File: src/rtl/sp_frame_feeder.sv
// sp_frame_feeder: collects 9-sample frames into two ping-pong slots and issues them to an SP core.
// Define SP_FEEDER_TIMEOUT_EN to add a watchdog on result collection (timeout_err otherwise tied 0).
module sp_frame_feeder (
  input  logic       clk,
  input  logic       rst,
  input  logic       s_valid,
  output logic       s_ready,
  input  logic [8:0] s_data,
  input  logic [2:0] s_mode,
  output logic       sp_in_valid,
  output logic [8:0] sp_in_data,
  output logic [2:0] sp_in_mode,
  input  logic       sp_out_valid,
  output logic [7:0] frames_done,
  output logic       timeout_err
);

  // state    | meaning
  // IDLE     | no frame in flight; leave as soon as a slot is full
  // ISSUE    | 9 back-to-back beats from the oldest slot on sp_in_*
  // WAIT_RES | counting sp_out_valid beats; 3 beats complete the frame
  typedef enum logic [1:0] {IDLE, ISSUE, WAIT_RES} state_t;

  state_t     state, state_nxt;
  logic [8:0] slot_data [2][9];
  logic [2:0] slot_mode [2];
  logic [1:0] slot_full;
  logic       wr_slot, rd_slot;
  logic [3:0] fill_idx;
  logic [3:0] beat_idx, beat_idx_nxt;
  logic [1:0] res_cnt, res_cnt_nxt;
  logic       accept, fill_done, slot_free, frame_inc;
  logic       out_valid_nxt;
  logic [8:0] out_data_nxt;
  logic [2:0] out_mode_nxt;

`ifdef SP_FEEDER_TIMEOUT_EN
  logic [7:0] wdog;
  logic       timeout_hit;
`endif

  assign s_ready   = ~(slot_full[0] & slot_full[1]);
  assign accept    = s_valid & s_ready;
  assign fill_done = accept && (fill_idx == 4'd8);

  always_ff @(posedge clk or posedge rst) begin
    if (rst) begin
      fill_idx <= 4'd0;
      wr_slot  <= 1'b0;
    end else if (accept) begin
      if (fill_idx == 4'd8) begin
        fill_idx <= 4'd0;
        wr_slot  <= ~wr_slot;
      end else begin
        fill_idx <= fill_idx + 4'd1;
      end
    end
  end

  // Sample storage needs no reset: a slot is only read after its full flag is set.
  always_ff @(posedge clk) begin
    if (accept) begin
      slot_data[wr_slot][fill_idx] <= s_data;
      if (fill_idx == 4'd0) slot_mode[wr_slot] <= s_mode;
    end
  end

  // Free and fill always target different slots, so both may land on one edge.
  always_ff @(posedge clk or posedge rst) begin
    if (rst) begin
      slot_full <= 2'b00;
      rd_slot   <= 1'b0;
    end else begin
      if (slot_free) begin
        slot_full[rd_slot] <= 1'b0;
        rd_slot            <= ~rd_slot;
      end
      if (fill_done) slot_full[wr_slot] <= 1'b1;
    end
  end

  always_comb begin
    state_nxt     = state;
    beat_idx_nxt  = beat_idx;
    res_cnt_nxt   = res_cnt;
    out_valid_nxt = 1'b0;
    out_data_nxt  = 9'd0;
    out_mode_nxt  = 3'd0;
    slot_free     = 1'b0;
    frame_inc     = 1'b0;
`ifdef SP_FEEDER_TIMEOUT_EN
    timeout_hit   = 1'b0;
`endif
    case (state)
      IDLE: begin
        if (|slot_full) begin
          state_nxt     = ISSUE;
          beat_idx_nxt  = 4'd0;
          out_valid_nxt = 1'b1;
          out_data_nxt  = slot_data[rd_slot][0];
          out_mode_nxt  = slot_mode[rd_slot];
        end
      end
      ISSUE: begin
        // The slot is released as beat 8 is consumed, i.e. on leaving ISSUE.
        if (beat_idx == 4'd8) begin
          state_nxt   = WAIT_RES;
          res_cnt_nxt = 2'd0;
          slot_free   = 1'b1;
        end else begin
          beat_idx_nxt  = beat_idx + 4'd1;
          out_valid_nxt = 1'b1;
          out_data_nxt  = slot_data[rd_slot][beat_idx + 4'd1];
        end
      end
      WAIT_RES: begin
        if (sp_out_valid && res_cnt == 2'd2) begin
          state_nxt   = IDLE;
          res_cnt_nxt = 2'd0;
          frame_inc   = 1'b1;
        end else begin
          if (sp_out_valid) res_cnt_nxt = res_cnt + 2'd1;
`ifdef SP_FEEDER_TIMEOUT_EN
          if (wdog == 8'd0) begin
            state_nxt   = IDLE;
            res_cnt_nxt = 2'd0;
            timeout_hit = 1'b1;
          end
`endif
        end
      end
      default: state_nxt = IDLE;
    endcase
  end

  always_ff @(posedge clk or posedge rst) begin
    if (rst) begin
      state       <= IDLE;
      beat_idx    <= 4'd0;
      res_cnt     <= 2'd0;
      frames_done <= 8'd0;
      sp_in_valid <= 1'b0;
      sp_in_data  <= 9'd0;
      sp_in_mode  <= 3'd0;
    end else begin
      state       <= state_nxt;
      beat_idx    <= beat_idx_nxt;
      res_cnt     <= res_cnt_nxt;
      sp_in_valid <= out_valid_nxt;
      sp_in_data  <= out_data_nxt;
      sp_in_mode  <= out_mode_nxt;
      if (frame_inc) frames_done <= frames_done + 8'd1;
    end
  end

`ifdef SP_FEEDER_TIMEOUT_EN
  // Down-counter reloaded outside WAIT_RES; terminal count on the 200th WAIT_RES cycle.
  always_ff @(posedge clk or posedge rst) begin
    if (rst) begin
      wdog        <= 8'd0;
      timeout_err <= 1'b0;
    end else begin
      timeout_err <= timeout_hit;
      if (state != WAIT_RES) wdog <= 8'd199;
      else if (wdog != 8'd0) wdog <= wdog - 8'd1;
    end
  end
`else
  assign timeout_err = 1'b0;
`endif

endmodule
File: config.mk
export PLATFORM = sky130hd
export DESIGN_NAME = sp_frame_feeder
export DESIGN_NICKNAME = d
export VERILOG_FILES = /design/src/rtl/sp_frame_feeder.sv
export SDC_FILE = /design/constraint.sdc
export NUM_CORES = 1
export LEC_CHECK = 0
export BUFFER_PORTS_ARGS = -buffer_cell sky130_fd_sc_hd__buf_2
export CORE_MARGIN = 2
export CORE_UTILIZATION = 52
export DETAILED_ROUTE_END_ITERATION = 10
export PLACE_DENSITY = 0.75
export SYNTH_ARGS = -nofsm -noshare
export SYNTH_HDL_FRONTEND = slang
export SYNTH_SLANG_ARGS = --single-unit
File: constraint.sdc
create_clock -name clk -period 6.3 [get_ports clk]
set_input_delay 1.26 -clock clk [delete_from_list [all_inputs] [get_ports clk]]
set_output_delay 1.26 -clock clk [all_outputs]
set_load 0.02 [all_outputs]
==> summary.md <==
| Metric | Value |
|---|---|
| Clk slew on worst S/H paths | 0.06 ns |
| Wire per inst | 22.1 um |
| Filler instances | 1206 |
| GRT Resource Usage Total | 20.2% |
| Clk pwr share | 28.6% |
| Hold Buf Count CTS | 0 |
| Core Rows | 46 |
| Final Slew Violations | 0 |
| Commonest non-fill, non-tap cell in the layout | edfxtp_1 |
| CP Launch Type | register |
| Int Power | 2.98 mW |
| Multi-input logic area | 0.00228 mm^2 |
| Data required time at the worst endpoint | 6.66 ns |
| Synth area leaders | edfxtp_1, dfrtp_1, mux2i_1, mux4_2, mux4_1 |
| Yosys cell types | 47 |
| Initial core utilization | 53.2% |
| Area grow syn2layout | 12.1% |
| Die width | 132 um |
| Setup Buffers After CTS | 0 |
| CTS root buffer | clkbuf_16 |
| Clock Sinks | 205 |
| Power Density | 468 mW/mm^2 |
| EDFF count, synth | 168 |
| Post-synth top area share | 59.7% |
| Clock Path Buffers | 3 |
| I/O pin total | 39 |
| Number of max-cap violations | 0 |
| Die area | 0.0173 mm^2 |
| Number of diodes | 0 |
| Syn avg cell area | 16.7 um^2 |
| Commonest non-fill, non-tap cells in the layout | edfxtp_1, mux2i_1, buf_2 |
| Flop-to-flop setup slack | 3.42 ns |
| Crit Path Max Fanout | 30 |
| Area leader, netlist | edfxtp_1 |
| Design Area, Final | 0.00948 mm^2 |
| Switching Fraction | 32.9% |
| Status | complete, no violations |
| FF-to-FF End | sp_in_data[3] |
| Hold Path Depth | 1 |
| First-pass GRT wire length | 26800 um |
| Post-CTS sizing | 0 |
| DRC viols | 0 |
| Fin cells | 775 |
| Final HPWL DP | 11200 um |
| Final Wtd Congestion | 0.855 |
| Synthesized flop and latch total | 205 |
| Unrepaired setup endpoints after global routing | false |
| Nets@finish | 569 |
| Least-Margin Pin Slew | 1.19 ns |
| Clk Latency, worst-skew pair | 0.49 ns |
| Drt pass-1 iters | 5 |
| Net switching power | 1.46 mW |
| Sequential power share | 39.3% |
| Top FF cell, synth | edfxtp_1 |
| TritonCTS buffer count | 20 |
| Hold WS | 0.479 ns |
| CP startpoint | beat_idx[0] |
| Worst relative slew slack | 20.1% |
| Worst reg-to-reg path cell count | 7 |
| DR vias/cell | 5.87 |
| Post-Place Cells | 740 |
| PortBufs | 37 |
| Power, Total | 4.44 mW |
| Clock period minus worst slack | 2.88 ns |
| Worst vdd ir | 0.000250 V |
| Remaining global-route overflow | 0 |
| Worst Skew | 0.0135 ns |
| H-tree Lvls | 1 |
| Sequential area share after synthesis | 70.6% |
| End point of the critical path | sp_in_data[3] |
| # setup viols final | 0 |
| TritonCTS clock tree | done |
| DR iter-0 viols | 446 |
| Comb power frac | 32.1% |
| Post-DP Area | 0.00876 mm^2 |
| Core Box Area | 0.0159 mm^2 |
| Setup TNS | 0 ns |
| Critical Path AT | 3.24 ns |
| Final worst path period share | 45.7% |
| Critical Setup Path Class | reg -> reg |
| Final hold violation count | 0 |
| Asr flop ratio synth | 18.0% |
| FF+latch area | 0.00597 mm^2 |
| Maximum clock rate | 0.347 GHz |
| Post-Syn Area | 0.00845 mm^2 |
| Post-Synthesis Cells | 506 |
| Initial antenna violation count | 0 |
| Number of global-route vias before repair | 4542 |
| Antenna Nets Post-Route | 0 |
| Syn. warnings | 0 |
| Largest net degree at the start of global routing | 63 |
| Critical Path End Type | register |
| Routed WL | 17100 um |
| Hold Crit Class | reg -> reg |
| Reg2Reg Launch Point | beat_idx[0] |
| Syn Nets | 529 |
| Pleak | 3.37 nW |
| Layout cell share with drive strength beyond 1 | 20.0% |
| Total number of vias | 4549 |
| Die H | 132 um |
==> worst max-delay path: stages, from the launching register on <==
cell     delay [ns]
dfrtp_1        0.32
buf_4          0.36
inv_1          0.21
ha_1           0.75
nor2_1         0.24
a22oi_1        0.28
nand3_1        0.19
a32oi_1        0.39
==> per-layer routing <==
layer  vias up  GRT usage, %  part of all wire (%)
li1       2042             -                     -
met1      2292          30.0                    44
met2       188          30.3                    46
met3        27          4.01                   7.8
met4         0          6.10                   2.2
met5         -             0                     0
==> power groups by stage <==
stage,Clock [mW],Sequential [mW],Combinational [mW]
6_report,1.27,1.74,1.42
5_1_grt,1.35,1.76,1.53
4_1_cts,1.29,1.74,1.42
3_5_place_dp,0,1.77,1.41
3_3_place_gp,0,1.76,1.37
2_1_floorplan,0,1.77,1.07
==> worst min path at each step <==
stage                          startpoint              to  slack, ns
after floorplan           slot_mode[0][0]   sp_in_mode[0]       0.46
after global placement     frames_done[7]  frames_done[7]       0.46
after detailed placement   frames_done[7]  frames_done[7]       0.47
after CTS                  frames_done[7]  frames_done[7]       0.48
after global routing       frames_done[7]  frames_done[7]       0.49
final                      frames_done[7]  frames_done[7]       0.48
==> sequential cells by signal (all words and copies together), names as in the netlist <==
register     count
beat_idx         4
fill_idx         4
frames_done      8
rd_slot          1
res_cnt          2
slot_data      162
slot_full        2
slot_mode        6
sp_in_data       9
sp_in_mode       3
sp_in_valid      1
state            2
wr_slot          1
==> synth_stat cells, types with 5 or more instances <==
cell      instances
dfrtp_1          37
nand2_1          34
ha_1              7
nor3_1           11
mux2_2           15
nand3_1          16
a32oi_1           9
mux4_1            7
o21ai_0          15
a22oi_1          12
mux4_2           14
edfxtp_1        168
clkbuf_1          7
nand2b_1          5
mux2i_1          42
buf_2             5
xor2_1            5
xnor2_1           6
inv_1             6
nor2_1           26
==> stage by stage <==
stage | util, % | worst slack [ns]
2_1_floorplan | - | 3.51
4_1_cts | 59.6 | 3.48
5_1_grt | 59.6 | 3.32
3_3_place_gp | 55.2 | 3.20
3_5_place_dp | 55.2 | 3.09
6_report | 59.6 | 3.42
==> logic make-up (layout without fill, tap and decap cells) <==
logic type	Yosys count	count (layout)	synth area share (%)
other	1	1	0.0444
and+or+nand+nor	117	117	6.64
buffers and inverters	29	82	2.46
muxes	78	78	12.9
DFF	205	205	70.6
adders and majority gates	7	7	1.04
xor gates and xnor gates	13	13	1.52
AOI/OAI and AO/OA	56	56	4.80
==> final cells by class <==
cell class                      instances  share of cell area (%)
Sequential cell                       205                    63.1
Multi-Input combinational cell        272                    24.1
Clock buffer                           26                    5.96
Tap cell                              216                    2.85
Timing Repair Buffer                   41                    2.27
Clock inverter                          9                    1.56
Inverter                                6                   0.238
(Power assumes the default switching activity.)
